### config.mk
export PLATFORM = sky130hd
export DESIGN_NAME = bin2seg_display_flat
export DESIGN_NICKNAME = d
export VERILOG_FILES = /design/src/rtl/bin2seg_display_if.sv /design/src/rtl/bin2seg_display.sv /design/src/flat_wrapper.sv
export SDC_FILE = /design/constraint.sdc
export NUM_CORES = 1
export LEC_CHECK = 0
export ABC_AREA = 0
export CORE_MARGIN = 1.5
export CORE_UTILIZATION = 49
export CTS_BUF_LIST = sky130_fd_sc_hd__clkbuf_8 sky130_fd_sc_hd__clkbuf_16
export DETAILED_ROUTE_END_ITERATION = 7
export PLACE_DENSITY = 0.76
export SYNTH_ARGS = -nofsm -noshare
export SYNTH_HDL_FRONTEND = slang
export SYNTH_SLANG_ARGS = --single-unit
### constraint.sdc
create_clock -name clk -period 4.1 [get_ports clk]
set_input_delay 0.82 -clock clk [delete_from_list [all_inputs] [get_ports clk]]
set_output_delay 0.82 -clock clk [all_outputs]
set_load 0.01 [all_outputs]
### src/rtl/bin2seg_display_if.sv
// Result-display bus: start/value from the producer, BCD and segment image back.
interface bin2seg_display_if #(
    parameter int WIDTH  = 19,
    parameter int DIGITS = 6
);
    logic                  start;
    logic [WIDTH-1:0]      value;
    logic                  busy;
    logic                  done;
    logic                  ovf;
    logic [4*DIGITS-1:0]   bcd;
    logic [8*DIGITS-1:0]   seg;

    modport master (output start, value, input busy, done, ovf, bcd, seg);
    modport slave  (input start, value, output busy, done, ovf, bcd, seg);
endinterface

### src/rtl/bin2seg_display.sv
// Binary-to-BCD (sequential double-dabble) converter driving seven-segment digits
// with optional leading-zero blanking; outputs hold until the next conversion.
module bin2seg_display #(
    parameter int WIDTH  = 19,
    parameter int DIGITS = 6,
    parameter int BLANK  = 1
) (
    input  logic             clk,
    input  logic             RST,
    bin2seg_display_if.slave bus
);
    localparam int SW = 4 * DIGITS;
    localparam int CW = $clog2(WIDTH + 1);

    typedef enum logic [1:0] {S_IDLE, S_SHIFT, S_FINISH} state_t;

    state_t              r_state, w_state_nxt;
    logic [WIDTH-1:0]    r_shift, w_shift_nxt;
    logic [SW-1:0]       r_scratch, w_scratch_nxt, w_adj;
    logic [CW-1:0]       r_cnt, w_cnt_nxt;
    logic                r_ovf_int, w_ovf_int_nxt;
    logic                r_busy, w_busy_nxt;
    logic                r_done, w_done_nxt;
    logic                r_ovf, w_ovf_nxt;
    logic [SW-1:0]       r_bcd, w_bcd_nxt;
    logic [8*DIGITS-1:0] r_seg, w_seg_nxt, w_seg_img;
    logic                w_seen;
    logic [3:0]          w_dig;

    function automatic logic [7:0] f_seg(input logic [3:0] d);
        case (d)
            4'd0:    f_seg = 8'h3F;
            4'd1:    f_seg = 8'h06;
            4'd2:    f_seg = 8'h5B;
            4'd3:    f_seg = 8'h4F;
            4'd4:    f_seg = 8'h66;
            4'd5:    f_seg = 8'h6D;
            4'd6:    f_seg = 8'h7D;
            4'd7:    f_seg = 8'h07;
            4'd8:    f_seg = 8'h7F;
            4'd9:    f_seg = 8'h6F;
            default: f_seg = 8'h00;
        endcase
    endfunction

    // Add-3 correction on every nibble >= 5, ahead of the shift.
    always_comb begin
        w_adj = r_scratch;
        for (int unsigned k = 0; k < DIGITS; k++) begin
            if (r_scratch[4*k +: 4] >= 4'd5)
                w_adj[4*k +: 4] = r_scratch[4*k +: 4] + 4'd3;
        end
    end

    // Segment image scanned from the top digit down; digit 0 is never blanked.
    always_comb begin
        w_seg_img = '0;
        w_seen    = 1'b0;
        w_dig     = '0;
        for (int unsigned i = 0; i < DIGITS; i++) begin
            w_dig = r_scratch[4*(DIGITS-1-i) +: 4];
            if (w_dig != 4'd0)
                w_seen = 1'b1;
            if (r_ovf_int)
                w_seg_img[8*(DIGITS-1-i) +: 8] = 8'h40;
            else if (BLANK != 0 && !w_seen && i != DIGITS - 1)
                w_seg_img[8*(DIGITS-1-i) +: 8] = 8'h00;
            else
                w_seg_img[8*(DIGITS-1-i) +: 8] = f_seg(w_dig);
        end
    end

    always_comb begin
        w_state_nxt   = r_state;
        w_shift_nxt   = r_shift;
        w_scratch_nxt = r_scratch;
        w_cnt_nxt     = r_cnt;
        w_ovf_int_nxt = r_ovf_int;
        w_busy_nxt    = r_busy;
        w_done_nxt    = 1'b0;
        w_ovf_nxt     = r_ovf;
        w_bcd_nxt     = r_bcd;
        w_seg_nxt     = r_seg;
        case (r_state)
            S_IDLE: begin
                if (bus.start) begin
                    w_shift_nxt   = bus.value;
                    w_scratch_nxt = '0;
                    w_cnt_nxt     = '0;
                    w_ovf_int_nxt = 1'b0;
                    w_busy_nxt    = 1'b1;
                    w_state_nxt   = S_SHIFT;
                end
            end
            S_SHIFT: begin
                {w_scratch_nxt, w_shift_nxt} = {w_adj, r_shift} << 1;
                w_ovf_int_nxt = r_ovf_int | w_adj[SW-1];
                w_cnt_nxt     = r_cnt + CW'(1);
                if (r_cnt == CW'(WIDTH - 1))
                    w_state_nxt = S_FINISH;
            end
            S_FINISH: begin
                w_bcd_nxt   = r_scratch;
                w_ovf_nxt   = r_ovf_int;
                w_seg_nxt   = w_seg_img;
                w_done_nxt  = 1'b1;
                w_busy_nxt  = 1'b0;
                w_state_nxt = S_IDLE;
            end
            default: w_state_nxt = S_IDLE;
        endcase
    end

    always_ff @(posedge clk or posedge RST) begin
        if (RST)
            r_state <= S_IDLE;
        else
            r_state <= w_state_nxt;
    end

    always_ff @(posedge clk or posedge RST) begin
        if (RST) begin
            r_shift   <= '0;
            r_scratch <= '0;
            r_cnt     <= '0;
            r_ovf_int <= 1'b0;
            r_busy    <= 1'b0;
            r_done    <= 1'b0;
            r_ovf     <= 1'b0;
            r_bcd     <= '0;
            r_seg     <= '0;
        end else begin
            r_shift   <= w_shift_nxt;
            r_scratch <= w_scratch_nxt;
            r_cnt     <= w_cnt_nxt;
            r_ovf_int <= w_ovf_int_nxt;
            r_busy    <= w_busy_nxt;
            r_done    <= w_done_nxt;
            r_ovf     <= w_ovf_nxt;
            r_bcd     <= w_bcd_nxt;
            r_seg     <= w_seg_nxt;
        end
    end

    assign bus.busy = r_busy;
    assign bus.done = r_done;
    assign bus.ovf  = r_ovf;
    assign bus.bcd  = r_bcd;
    assign bus.seg  = r_seg;
endmodule

### src/flat_wrapper.sv
// flat-port wrapper written by rule: the top's interface ports become plain ports
module bin2seg_display_flat 
#(
    parameter int WIDTH  = 19,
    parameter int DIGITS = 6,
    parameter int BLANK  = 1
)
  (clk, RST, bus_start, bus_value, bus_busy, bus_done, bus_ovf, bus_bcd, bus_seg);
  bin2seg_display_if #(.WIDTH(WIDTH), .DIGITS(DIGITS)) bus_i ();
  input  logic clk;
  input  logic RST;
  input wire logic [$bits(bus_i.start)-1:0] bus_start;
  input wire logic [$bits(bus_i.value)-1:0] bus_value;
  output wire logic [$bits(bus_i.busy)-1:0] bus_busy;
  output wire logic [$bits(bus_i.done)-1:0] bus_done;
  output wire logic [$bits(bus_i.ovf)-1:0] bus_ovf;
  output wire logic [$bits(bus_i.bcd)-1:0] bus_bcd;
  output wire logic [$bits(bus_i.seg)-1:0] bus_seg;
  assign bus_i.start = bus_start;
  assign bus_i.value = bus_value;
  assign bus_busy = bus_i.busy;
  assign bus_done = bus_i.done;
  assign bus_ovf = bus_i.ovf;
  assign bus_bcd = bus_i.bcd;
  assign bus_seg = bus_i.seg;
  bin2seg_display #(.WIDTH(WIDTH), .DIGITS(DIGITS), .BLANK(BLANK)) u_core (.clk(clk), .RST(RST), .bus(bus_i));
endmodule
# Word-level counts from Yosys, hierarchy flattened
# Memory sizes are Yosys's and may differ from the RTL's.
# Index checks and enable logic that the tools add are counted.
[op_classes] n_addsub=7 magnitude_cmp=6 eq_ne=5 muxes=36 bitwise=1 reduce_logical=11
[op_table] operator="$mux W8" count=11
[op_table] operator="$pmux W24 S2" count=1
[op_table] operator="$pmux W19 S2" count=1
[op_table] operator="$add A4 B2 Y4 const B" count=6
[op_table] operator="$ge A4 B3 Y1 const B" count=6
[op_table] operator="$mux W24" count=1
[op_table] operator="$mux W4" count=6
[op_table] operator="$reduce_bool A4 Y1" count=5
[op_table] operator="$mux W19" count=1
[op_table] operator="$pmux W5 S2" count=1
[op_table] operator="$mux W1" count=8
[op_table] operator="$reduce_and A2 Y1" count=3
[op_table] operator="$add A5 B1 Y5 const B" count=1
[op_table] operator="$eq A5 B5 Y1 const B" count=1
[op_table] operator="$mux W5" count=1
[op_table] operator="$mux W2" count=2
[op_table] operator="$pmux W1 S2" count=2
[op_table] operator="$pmux W2 S2" count=1
[op_table] operator="$reduce_bool A2 Y1" count=2
[op_table] operator="$eq A2 B1 Y1 const B" count=1
[op_table] operator="$eq A2 B2 Y1 const B" count=1
[op_table] operator="$logic_not A2 Y1" count=1
[op_table] operator="$ne A2 B1 Y1 const B" count=1
[op_table] operator="$ne A2 B2 Y1 const B" count=1
[op_table] operator="$or A1 B1 Y1" count=1
[totals] ff_bits=126 romBits=672 inputBits=22 out_inout_bits=75 elab_cells=82 n_memories=6
[mem_list] memory="(name not given)" words=16 width=7 rd=1 rd_clocked_by_memory_dff=0 write_ports=0 line="bin2seg_display.sv:31" rtl="case (d)"
[mem_list] memory="(name not given)" words=16 width=7 rd=1 rd_clocked_by_memory_dff=0 write_ports=0 line="bin2seg_display.sv:31"
[mem_list] memory="(name not given)" words=16 width=7 rd=1 rd_clocked_by_memory_dff=0 write_ports=0 line="bin2seg_display.sv:31"
[mem_list] memory="(name not given)" words=16 width=7 rd=1 rd_clocked_by_memory_dff=0 write_ports=0 line="bin2seg_display.sv:31"
[mem_list] memory="(name not given)" words=16 width=7 rd=1 rd_clocked_by_memory_dff=0 write_ports=0 line="bin2seg_display.sv:31"
[mem_list] memory="(name not given)" words=16 width=7 rd=1 rd_clocked_by_memory_dff=0 write_ports=0 line="bin2seg_display.sv:31"

# Logic depth before layout (Yosys ltp)
[logic_depth] depth_word=8 depth_mapped=6 ltp_nobuf=6

# Least setup slack after synthesis
# No wires, ideal clock.
[synth_path] path_type="input-to-reg" start="input port bus_start" end="register u_core.r_scratch[11]" setup_time_ns=0.122 arrival_time_ns=1.654 required_ns=3.978 slack_ns=2.325 cell_stages=5 path_buffers=1 cell_sequence="or3b_1 -> clkbuf_1 -> nand2_1 -> o31ai_1 -> a32o_1"
[synth_via] elab_chain_cells=2
[synth_rtl] item="start, declared" line="flat_wrapper.sv:12" rtl="input wire logic [$bits(bus_i.start)-1:0] bus_start;"
[synth_rtl] item="$ne A2 B2 Y1 (no source line)"
[synth_rtl] item="$reduce_and A2 Y1 (no source line)"
[synth_rtl] item="end signal, assigned" line="bin2seg_display.sv:134" rtl="r_scratch <= w_scratch_nxt;"
[synth_rtl] item="end, declared" line="bin2seg_display.sv:19" rtl="logic [SW-1:0] r_scratch, w_scratch_nxt, w_adj;"
# Every way passes these cells.
# A chain may end at the register's enable or synchronous reset.

# Worst setup path in the final report
[layout_path] start="input port bus_start" end="register u_core.r_scratch[23]"
# The elaborated chain is that of the path after synthesis.

==> flow_summary_export.csv <==
group,metric,value,unit
status,outcome,"complete, no violations",
cts,numCtsBuffers,17,
setup_path,arrival,2.61,ns
cts,cts_sinks,120,
cts,post_cts_buffers,0,
worst_hold_path,worst_hold_path.num_cells,2,
routing,first_iter_violations,353,
die,die_width,114.2,um
setup_path,r2r_slack,1.89,ns
sta,finalWorstSetupSlack,1.782,ns
routing,detail-route-antenna-nets,0,
die,floorplan.core_area,12010,um^2
final_layout,num-nets-final,788,
power_and_ir_drop,p_per_cell_area,794.8,nW/um^2
synthesis,synth-warning-count,0,
synthesis,yosys_most_used_dff,"dfrtp_1",
synthesis,synth.mux.area_fraction,0.01240,
synthesis,synth_compound_gate_area_share,0.1608,
die,initial_utilization,0.5041,
die,fp.dieH,114.2,um
routing,first_pass_iters,5,
sta,tns,0,ns
die,die_area,13030,um^2
cts,hold_buffers,0,
setup_path,start_kind,"primary input",
power_and_ir_drop,leakage,3.489,nW
setup_path,critical_path_required,4.40,ns
sta,max_freq,431.4,MHz
sta,min_period_over_period,0.5653,
final_layout,nFillCells,966,
synthesis,synth_cell_types,49,
routing,detailed_route_drc_error_count,0,
routing,num_vias,4891,
setup_path,critical_path.endpoint_type,"register",
sta,unrepaired_setup_endpoints_after_global_routing,"no",
final_layout,post-route-util,0.6360,
global_routing,wire_length_of_the_first_global_routing_pass,22580,um
cts,clk_transition_reported_paths,0.05,ns
cts,worstSkewPairLatency,0.41,ns
sta,slew_violations,0,
synthesis,post_synth_instance_area,6055,um^2
place,post-dp-hpwl,8968,um
place,count_of_input_and_output_buffers,90,
die,std_cell_rows,40,
routing,route.detailed.vias_per_inst,5.489,
sta,tightestPinTransition,0.7798,ns
sta,maxSlewHeadroom,0.4802,
power_and_ir_drop,totalPowerFinal,0.006072,W
synthesis,yosys.area_share.xor_xnor,0.01591,
synthesis,post_synth_and_or_nand_nor_area_fraction,0.1926,
final_layout,seqCellArea,3003,um^2
place,preCtsSetupSlack,1.364,ns
routing,wl,13380,um
global_routing,largest_net_degree_at_the_start_of_global_routing,80,
place,gp_congestion,0.8277,
final_layout,multiInputGateArea,2781,um^2
cts,cts.root.buffer_cell,"clkbuf_16",
final_layout,layout-drive-gt1-share,0.06586,
global_routing,first_global_vias,4723,
setup_path,crit_path_cell_trace,"clkdlybuf4s50_1, or3b_1, nand2_1, o31ai_1, a32o_1",
setup_path,critical-path-max-stage-delay,0.69,ns
synthesis,synthCells,654,
global_routing,globalRoute.totalOverflow,0,
setup_path,path_class,"in2reg",
setup_path,timing.critical_path.fanout_max,23,
die,io_pins,97,
setup_path,critical-path-slowest-cell,"or3b_1",
synthesis,dominant_combinational_cell_family_by_area_after_synthesis,"simple AND/OR/NAND/NOR gates",
synthesis,post_synth.cell_area_avg,9.258,um^2
sta,hold_viol,0,
worst_hold_path,worstHoldPathType,"reg2reg",
global_routing,initial_antenna_violation_count,0,
synthesis,postSynthRegisterBits,120,
sta,finalWorstPathRequiredPeriod,2.318,ns
synthesis,seq_area_frac_synth,0.4960,
cts,cts.htree.levels,4,
final_layout,antenna_cells,0,
sta,worst_case_clock_skew,0.005546,ns
global_routing,overall_routing_resource_usage,0.2174,
cts,cts_buffer_depth,2,
cts,cts-resized-gates,0,
cts,cts_tree,"built",
setup_path,ff2ff_path_depth,6,
synthesis,synth_edf_count,0,
routing,wl_per_cell,15.02,um
power_and_ir_drop,ir_worst_vdd,0.0003338,V
sta,setup-violations-final,0,
synthesis,synthAdderAreaFrac,0.07233,
synthesis,synth-async-reset-ratio,1.000,
final_layout,syn_to_final_growth,26.18,%
job,max_cap_violations,0,
==> registers in the layout, summed over array words and instances, names as in the netlist <==
signal and cells:
u_core.bus.bcd 24, u_core.bus.busy 1, u_core.bus.done 1, u_core.bus.ovf 1, u_core.bus.seg 42, u_core.r_cnt 5
u_core.r_ovf_int 1, u_core.r_scratch 24, u_core.r_shift 19, u_core.r_state 2
==> cell usage in the layout, fill, tap and decap left out, types with 17 or more instances in the layout <==
cell type        count
nor2_1              26
o21ai_0             85
nand2_1            135
inv_1               27
dfrtp_1            120
clkdlybuf4s50_1     90
nand3_1             25
a21oi_1             27
a22oi_1             18
ha_1                35
clkbuf_16           17
==> per-layer routing <==
layer,vias up,global-route usage,routed length [um]
met4,0,0.07417,214
met1,2373,0.2831,5916
met2,128,0.3506,6632
met3,21,0.06194,619
met5,-,0,0
li1,2369,-,-
==> cell usage after synthesis, types with 2 or more instances <==
cell type | n | area [um^2]
nor2b_1 | 10 | 62.56
a22oi_1 | 18 | 135.1
mux2_2 | 4 | 45.04
o21bai_1 | 3 | 22.52
clkbuf_1 | 25 | 93.84
buf_4 | 7 | 52.55
a22o_1 | 3 | 26.28
mux2i_1 | 3 | 30.03
or3_1 | 2 | 12.51
and2_1 | 9 | 56.30
nor3b_1 | 10 | 75.07
o31ai_1 | 6 | 45.04
nand4_1 | 2 | 12.51
a211oi_1 | 2 | 15.01
xor2_1 | 2 | 17.52
nor3_1 | 6 | 30.03
inv_1 | 25 | 93.84
nand2b_1 | 16 | 100.1
nand2_1 | 136 | 510.5
a41oi_1 | 2 | 17.52
a32o_1 | 5 | 50.05
ha_1 | 35 | 437.9
nor2_1 | 26 | 97.59
nand3_1 | 25 | 125.1
dfrtp_1 | 120 | 3003
o21ai_0 | 85 | 425.4
a21oi_1 | 27 | 135.1
xnor2_1 | 9 | 78.83
buf_2 | 11 | 55.05
==> path summary, 6_finish.rpt <==
kind                                       from                   end
setup reg to reg           u_core.r_scratch[21]    u_core.bus.seg[27]
hold reg to reg              u_core.bus.bcd[14]    u_core.bus.bcd[14]
hold / removal               u_core.bus.bcd[14]    u_core.bus.bcd[14]
min in group asynchronous                   RST     u_core.bus.bcd[4]
setup / recovery                      bus_start  u_core.r_scratch[23]
max in group asynchronous                   RST    u_core.bus.seg[38]
==> area by class of cell <==
type / count / area share
clock buffers: 21 / 0.06289
repair buffers: 97 / 0.1264
flip-flops and latches: 120 / 0.3931
multi-input cells: 470 / 0.3641
clock inverters: 11 / 0.01687
inverters: 25 / 0.01261
well taps: 147 / 0.02407
==> report_power, final <==
| group | internal [W] | switching, W |
|---|---|---|
| Combinational | 0.00116 | 0.00127 |
| Clock | 0.00101 | 0.000501 |
| Sequential | 0.00163 | 0.000507 |
==> worst max-delay path: cells and delay by family <==
| family | cells | cell delay [ns] |
|---|---|---|
| AO/OA/AOI/OAI | 2 | 0.34 |
| buffers and inverters | 1 | 0.49 |
| AND/OR/NAND/NOR | 2 | 0.96 |
==> metrics by stage <==
| stage | instances | cell area [um^2] | hold WS (ns) |
|---|---|---|---|
| 2_1_floorplan | 659 | 6073 | 0.4363 |
| 3_3_place_gp | 859 | 7030 | 0.4534 |
| 3_5_place_dp | 859 | 7030 | 0.4636 |
| 4_1_cts | 891 | 7640 | 0.4767 |
| 5_1_grt | 891 | 7640 | 0.4945 |
| 6_report | 891 | 7640 | 0.4720 |
==> kinds of logic (layout without fill, tap and decap cells) <==
| group | after synthesis | after routing |
|---|---|---|
| flops | 120 | 120 |
| simple gates | 248 | 248 |
| other cells | 1 | 6 |
| xor+xnor | 11 | 11 |
| buf+inv | 69 | 154 |
| fa+ha+maj | 35 | 35 |
| mux | 7 | 7 |
| compound gates | 163 | 163 |
No activity file was read; power rests on OpenSTA's default activity.
